--- config.mk ---
export PLATFORM = sky130hd
export DESIGN_NAME = bp_mmio_host_arbiter
export DESIGN_NICKNAME = d
export VERILOG_FILES = /design/src/rtl/bp_mmio_arb_pkg.sv /design/src/rtl/bp_mmio_host_arbiter_rr_arb.sv /design/src/rtl/bp_mmio_host_arbiter.sv
export SDC_FILE = /design/constraint.sdc
export NUM_CORES = 1
export LEC_CHECK = 0
export ABC_AREA = 0
export CAP_MARGIN = 20
export CORE_AREA = 8 8 148 150
export DETAILED_ROUTE_END_ITERATION = 6
export DIE_AREA = 0 0 156 158
export DONT_BUFFER_PORTS = 1
export SLEW_MARGIN = 20
export SYNTH_ARGS = -nofsm -noshare
export SYNTH_HDL_FRONTEND = slang
export SYNTH_SLANG_ARGS = --single-unit
--- constraint.sdc ---
create_clock -name clk -period 3.5 [get_ports clk]
set_input_delay 0.35 -clock clk [delete_from_list [all_inputs] [get_ports clk]]
set_output_delay 0.35 -clock clk [all_outputs]
set_load 0.1 [all_outputs]
--- src/rtl/bp_mmio_arb_pkg.sv ---
// Shared types and helpers for the BlackParrot host MMIO arbiter slice.
// Optional build macro used by the top: BP_MMIO_ARB_TIMEOUT_EN.
package bp_mmio_arb_pkg;

    typedef enum logic [2:0] {
        e_idle  = 3'd0,
        e_addr  = 3'd1,
        e_data  = 3'd2,
        e_wresp = 3'd3,
        e_rresp = 3'd4
    } state_e;

    localparam int word_width_gp = 32;

    // Returned in place of host data when a read response never arrives.
    localparam logic [word_width_gp-1:0] timeout_data_gp = 32'hDEAD_BEEF;

    // Byte mask for a log2-bytes size code; code 3 is treated as a full word.
    function automatic logic [word_width_gp-1:0] size_mask(input logic [1:0] size);
        case (size)
            2'd0:    size_mask = 32'h0000_00FF;
            2'd1:    size_mask = 32'h0000_FFFF;
            default: size_mask = 32'hFFFF_FFFF;
        endcase
    endfunction

endpackage

--- src/rtl/bp_mmio_host_arbiter_rr_arb.sv ---
// Round-robin requester pick; the search starts at a registered pointer that
// moves to one past the winner whenever a grant is taken.
module bp_mmio_rr_arb #(
    parameter int  num_req_p   = 4,
    localparam int id_width_lp = (num_req_p > 1) ? $clog2(num_req_p) : 1
) (
    input  logic                   clk,
    input  logic                   reset,
    input  logic [num_req_p-1:0]   v_i,
    input  logic                   grant_en_i,
    output logic [num_req_p-1:0]   grant_one_hot_o,
    output logic [id_width_lp-1:0] grant_id_o
);

    logic [id_width_lp-1:0] ptr_q, ptr_d;
    logic [id_width_lp-1:0] idx;
    logic                   found;

    always_comb begin
        grant_one_hot_o = '0;
        grant_id_o      = '0;
        found           = 1'b0;
        idx             = '0;
        for (int i = 0; i < num_req_p; i++) begin
            idx = id_width_lp'((int'(ptr_q) + i) % num_req_p);
            if (!found && v_i[idx]) begin
                found                = 1'b1;
                grant_id_o           = idx;
                grant_one_hot_o[idx] = 1'b1;
            end
        end
    end

    always_comb begin
        ptr_d = ptr_q;
        if (grant_en_i && found) begin
            ptr_d = (int'(grant_id_o) == num_req_p - 1) ? '0 : grant_id_o + 1'b1;
        end
    end

    always_ff @(posedge clk) begin
        if (reset) ptr_q <= '0;
        else       ptr_q <= ptr_d;
    end

endmodule

--- src/rtl/bp_mmio_host_arbiter.sv ---
// Shares one host MMIO request/response FIFO pair between num_req_p requesters,
// one transaction in flight. Build macro BP_MMIO_ARB_TIMEOUT_EN adds a read timeout.
module bp_mmio_host_arbiter
    import bp_mmio_arb_pkg::*;
#(
    parameter int  num_req_p        = 4,
    parameter int  word_width_p     = 32,
    parameter int  timeout_cycles_p = 1024,
    localparam int id_width_lp      = (num_req_p > 1) ? $clog2(num_req_p) : 1
) (
    input  logic                          clk,
    input  logic                          reset,
    input  logic [num_req_p-1:0]          req_v_i,
    input  logic [num_req_p*word_width_p-1:0] req_addr_i,
    input  logic [num_req_p*word_width_p-1:0] req_data_i,
    input  logic [num_req_p-1:0]          req_w_i,
    input  logic [num_req_p*2-1:0]        req_size_i,
    output logic [num_req_p-1:0]          req_ready_and_o,
    output logic [num_req_p-1:0]          resp_v_o,
    output logic [word_width_p-1:0]       resp_data_o,
    output logic                          resp_w_o,
    input  logic [num_req_p-1:0]          resp_ready_and_i,
    output logic                          fifo_v_o,
    output logic [word_width_p-1:0]       fifo_data_o,
    input  logic                          fifo_ready_and_i,
    input  logic                          host_v_i,
    input  logic [word_width_p-1:0]       host_data_i,
    output logic                          host_yumi_o,
`ifdef BP_MMIO_ARB_TIMEOUT_EN
    output logic                          timeout_o,
`endif
    output logic [2:0]                    state_o,
    output logic                          busy_o,
    output logic [id_width_lp-1:0]        grant_id_o
);

    if (timeout_cycles_p < 2 || word_width_p != word_width_gp) begin : g_bad_params
        $error("bp_mmio_host_arbiter: unsupported parameter values");
    end

    state_e                 state_q, state_d;
    logic [id_width_lp-1:0] grant_q, grant_d;
    logic [num_req_p-1:0]   grant_oh_q, grant_oh_d;

    logic [num_req_p-1:0]   rr_oh;
    logic [id_width_lp-1:0] rr_id;

    bp_mmio_rr_arb #(.num_req_p(num_req_p)) rr_arb (
        .clk             (clk),
        .reset           (reset),
        .v_i             (req_v_i),
        .grant_en_i      (state_q == e_idle),
        .grant_one_hot_o (rr_oh),
        .grant_id_o      (rr_id)
    );

    // Fields of the locked requester; they are held stable until req_ready_and_o.
    logic [word_width_p-1:0] g_addr, g_data;
    logic [1:0]              g_size;
    logic                    g_w, g_resp_ready;

    assign g_addr       = req_addr_i[grant_q*word_width_p +: word_width_p];
    assign g_data       = req_data_i[grant_q*word_width_p +: word_width_p];
    assign g_size       = req_size_i[grant_q*2 +: 2];
    assign g_w          = req_w_i[grant_q];
    assign g_resp_ready = resp_ready_and_i[grant_q];

`ifdef BP_MMIO_ARB_TIMEOUT_EN
    localparam int timer_width_lp = $clog2(timeout_cycles_p);

    logic [timer_width_lp-1:0] timer_q, timer_d;
    logic                      timeout_q, timeout_d;
    logic                      timed_out;

    assign timed_out = (state_q == e_rresp) && !host_v_i
                    && (timer_q == timer_width_lp'(timeout_cycles_p - 1));
    assign timeout_o = timeout_q;
`endif

    always_comb begin
        state_d         = state_q;
        grant_d         = grant_q;
        grant_oh_d      = grant_oh_q;
        fifo_v_o        = 1'b0;
        fifo_data_o     = '0;
        req_ready_and_o = '0;
        resp_v_o        = '0;
        resp_data_o     = '0;
        resp_w_o        = 1'b0;
        host_yumi_o     = 1'b0;
`ifdef BP_MMIO_ARB_TIMEOUT_EN
        timeout_d       = timeout_q;
        timer_d         = '0;
`endif
        case (state_q)
            e_idle: begin
                if (|req_v_i) begin
                    grant_d    = rr_id;
                    grant_oh_d = rr_oh;
                    state_d    = e_addr;
                end
            end
            e_addr: begin
                fifo_v_o    = 1'b1;
                fifo_data_o = g_addr;
                if (fifo_ready_and_i) state_d = e_data;
            end
            e_data: begin
                // Reads still send a data word so the host sees a fixed two-word frame.
                fifo_v_o    = 1'b1;
                fifo_data_o = g_w ? (g_data & size_mask(g_size)) : '0;
                if (fifo_ready_and_i) begin
                    req_ready_and_o = grant_oh_q;
                    state_d         = g_w ? e_wresp : e_rresp;
                end
            end
            e_wresp: begin
                resp_v_o = grant_oh_q;
                resp_w_o = 1'b1;
                if (g_resp_ready) state_d = e_idle;
            end
            e_rresp: begin
                resp_data_o = host_data_i;
                resp_v_o    = host_v_i ? grant_oh_q : '0;
                host_yumi_o = host_v_i & g_resp_ready;
                if (host_yumi_o) state_d = e_idle;
`ifdef BP_MMIO_ARB_TIMEOUT_EN
                if (!host_v_i && !timed_out) timer_d = timer_q + 1'b1;
                else                         timer_d = timer_q;
                if (timed_out) begin
                    resp_v_o    = grant_oh_q;
                    resp_data_o = timeout_data_gp;
                    if (g_resp_ready) begin
                        timeout_d = 1'b1;
                        state_d   = e_idle;
                    end
                end
`endif
            end
            default: state_d = e_idle;
        endcase
    end

    always_ff @(posedge clk) begin
        if (reset) begin
            state_q    <= e_idle;
            grant_q    <= '0;
            grant_oh_q <= '0;
`ifdef BP_MMIO_ARB_TIMEOUT_EN
            timer_q    <= '0;
            timeout_q  <= 1'b0;
`endif
        end else begin
            state_q    <= state_d;
            grant_q    <= grant_d;
            grant_oh_q <= grant_oh_d;
`ifdef BP_MMIO_ARB_TIMEOUT_EN
            timer_q    <= timer_d;
            timeout_q  <= timeout_d;
`endif
        end
    end

    assign state_o    = state_q;
    assign busy_o     = (state_q != e_idle);
    assign grant_id_o = grant_q;

    // A requester may not withdraw its request before the data word is taken.
    always_ff @(posedge clk) begin
        if (!reset && (state_q == e_addr || state_q == e_data)) begin
            req_held_a: assert (req_v_i[grant_q]);
        end
    end

endmodule

==> results.md <==
* Die height at roughly 160 um
* Vias in the first global route at 3,248
* Post-route ant nets at 0
* Die X at 156 um
* Via density at ~4.9
* Ports at between 300 and 400
* Post-CTS Setup Repair Bufs at 0
* Period Utilization, post-route at 84.8%
* # hold bufs at CTS at 0
* Clock Root Buffer: clkbuf_16
* Most used routing layer: met2
* Worst slew pin tran at roughly 1 ns
* Critical Path RT at ~3.2 ns
* R2r startpoint: rr_arb.ptr_q[1]$_SDFFE_PP0P_
* Hpwl dp at roughly 16,000 um
* Sequential cell area at between 200 and 250 um2
* Port bufs at 0
* Setup_tns at 0 ns
* Filler cells at 2,057
* P_sw at ~0.0035 W
* Routed wire length at approximately 19,000 um
* Drt drc at 0
* Most used DFF post-synth: dfxtp_1
* EDFF count, synth at 0
* Critical Path Sink Type: output pin
* Row count at 52
* Drt wl/cell at approximately 28 um
* Synthesis-to-finish area growth at 47.5%
* Sw Share at 60.7%
* Min-Delay Path Class: in -> reg
* Post-CTS resize count at 0
* Reg power frac at under 10%
* Worst vdd ir at 663 uV
* Final instance area at approximately 4800 um2
* Routing usage on met2 at 22.8%
* PD cells at 1220 nW/um2
* Setup ws final at ~0.53 ns
* CP bufs+invs at 1
* Worst hold start: reset
* Synth unique cells at 40
* Crit-path leading delay family: compound AO/OA/AOI/OAI gates
* Clock Skew at 0.00750 ns
* Core Region at between 15,000 and 20,000 um2
* Register area share after synthesis at 6.81%
* Pwr Total at between 0.005 and 0.006 W
* Final Hold Vio Count at 0
* DR vias at between 3,000 and 4,000
* Layout cells sized above 1 at roughly half
* GRT Resource Usage Total at between 10% and 20%
* Max clock buf depth at 2
* CTS Sinks at 11
* CP Launch Type: flip-flop
* CP max stage delay at between 0.5 and 0.6 ns
* Pleak at 1.72 nW
* CTS buffer count at 3
* Layout Nets at around 710
* # setup viols final at 0
* Synthesized instance count at 335
* FMAX at roughly 340 MHz
* Post-DP Area at 4670 um2
* RePlAce Congestion at about 0.85
* Worst setup path start: grant_id_o[1]$_SDFFE_PP0P_
* Initial antenna violation count at 11
* Fin crit period at 2.97 ns
* RSZ-0062 raised after global routing: false
* Post-synth net total at ~650
* Critical path cell sequence: mux4_2 -> and2_1 -> o21ai_2 -> o21ai_2 -> buf_12
* Max-slew headroom at about a third
* Setup WS pre-CTS at about 0.65 ns
* CTS tree: built
* Global-route wire length before repair at about 25,000 um
* Ys async rst share at 0%
* Total Die Area at 24,600 um2
* Seq cells post-synth at 11
* CP max-delay cell: dfxtp_4
* Synth warn at 0
* Iter 0 DRT Violations at around 260
* Setup CP Type: reg -> out
* Critical path data arrival time at 2.62 ns
* Combinational Power Share at 91.0%
* Int Power at 0.00228 W
* Netlist Area Pre-Place at 3230 um2
* Initial Util at approximately 16%
* Avg Cell Area, Syn at just under 10 um2
* Gr ovfl total at 0
* Largest net degree at the start of global routing at 44
* Status: finished clean
* Clk pin slew, worst setup/hold paths at about 0.050 ns
* Max Cap Viol at 0
* Clock power frac at roughly 3.6%
* Initial DRT Pass Iterations at 5
* Critical Path Most Common Cell: o21ai_2
* Met3 Usage GRT at 5.27%
* Largest fanout on the critical path at 28
* Pins Over Slew Limit at 0
* Met1 Usage GRT at between 10% and 20%
* H-tree depth at 1
* Multi-input gate area at just under 3000 um2
* Clk_lat worst skew at 0.24 ns
worst paths after layout:
kind	cells past startpoint	endpoint	slack (ns)
setup / recovery	5	fifo_data_o[8]	0.53
setup reg to reg	7	grant_oh_q[0]$_SDFFE_PP0P_	0.62
hold / removal	1	grant_oh_q[1]$_SDFFE_PP0P_	0.18
hold reg to reg	2	grant_oh_q[1]$_SDFFE_PP0P_	0.52
power groups by stage:
stage / combinational, W / clock, W / sequential, W
3_5_place_dp: 0.00531 / 0 / 0.000317
4_1_cts: 0.00532 / 0.000212 / 0.000315
5_1_grt: 0.00553 / 0.000222 / 0.000332
6_report: 0.00528 / 0.000209 / 0.000313
3_3_place_gp: 0.00529 / 0 / 0.000312
2_1_floorplan: 0.00371 / 0 / 0.000393
sequential cells by signal, indices dropped and copies added (netlist names), named ones only:
register      count
rr_arb.ptr_q      1
grant_oh_q        4
grant_id_o        2
state_o           3
synth_stat cells, types with 3 or more instances:
cell type | count | area (um2)
a211oi_1 | 9 | 67.6
and3_1 | 5 | 31.3
clkbuf_1 | 21 | 78.8
nor2_1 | 19 | 71.3
a221oi_1 | 4 | 35.0
dfxtp_1 | 11 | 220
ha_1 | 5 | 62.6
nand2b_1 | 4 | 25.0
buf_2 | 11 | 55.1
inv_1 | 27 | 101
mux4_2 | 70 | 1580
nor3b_1 | 4 | 30.0
nand2_1 | 30 | 113
and2_1 | 33 | 206
a21oi_1 | 10 | 50.1
a22o_1 | 9 | 78.8
a22oi_1 | 4 | 30.0
nor2b_1 | 5 | 31.3
mux2i_1 | 3 | 30.0
o21ai_0 | 31 | 155
metal layers:
metal / vias to the layer above / part of all wire [%]
li1: 1418 / -
met1: 1626 / 37
met2: 241 / 50
met3: 18 / 12
met4: 6 / 1.1
met5: - / 0.22
per-stage QoR:
step / util [%] / instances / hold WS [ns]
floorplan: - / 335 / 0.423
global placement: 23.7 / 657 / 0.424
detailed placement: 23.7 / 657 / 0.427
CTS: 24.1 / 661 / 0.176
global route: 24.2 / 667 / 0.168
finish: 24.2 / 669 / 0.179
cell type report:
| class | instances | area share, % |
|---|---|---|
| well taps | 270 | 7.09 |
| inverters | 27 | 2.13 |
| flip-flops and latches | 11 | 4.78 |
| diodes | 8 | 0.420 |
| clock buffers | 3 | 1.57 |
| multi-input cells | 264 | 60.8 |
| clock inverters | 1 | 0.105 |
| repair buffers | 85 | 23.1 |
cells by family after synthesis:
| group | after synthesis | share of synthesized area (%) |
|---|---|---|
| AO/OA/AOI/OAI | 74 | 15.4 |
| XOR/XNOR | 2 | 0.542 |
| adder cells (fa/ha/maj) | 5 | 1.94 |
| buffers and inverters | 60 | 7.63 |
| flip-flops | 11 | 6.81 |
| multiplexers | 73 | 49.7 |
| AND/OR/NAND/NOR | 110 | 18.0 |
cell usage in the layout (no fill, tap or decap), types with 4 or more instances in the layout:
cell type / count
inv_1: 27
nand2_1: 30
nor2b_4: 4
nand2b_1: 4
a22oi_1: 4
a221oi_1: 4
mux4_2: 70
buf_12: 37
o21ai_0: 7
a21oi_1: 10
ha_1: 5
dfxtp_1: 9
and2_1: 33
a211oi_1: 9
and3_1: 5
o21ai_2: 25
buf_4: 48
nor2_1: 19
a22o_1: 9
diode_2: 8
(Power assumes the default switching activity.)
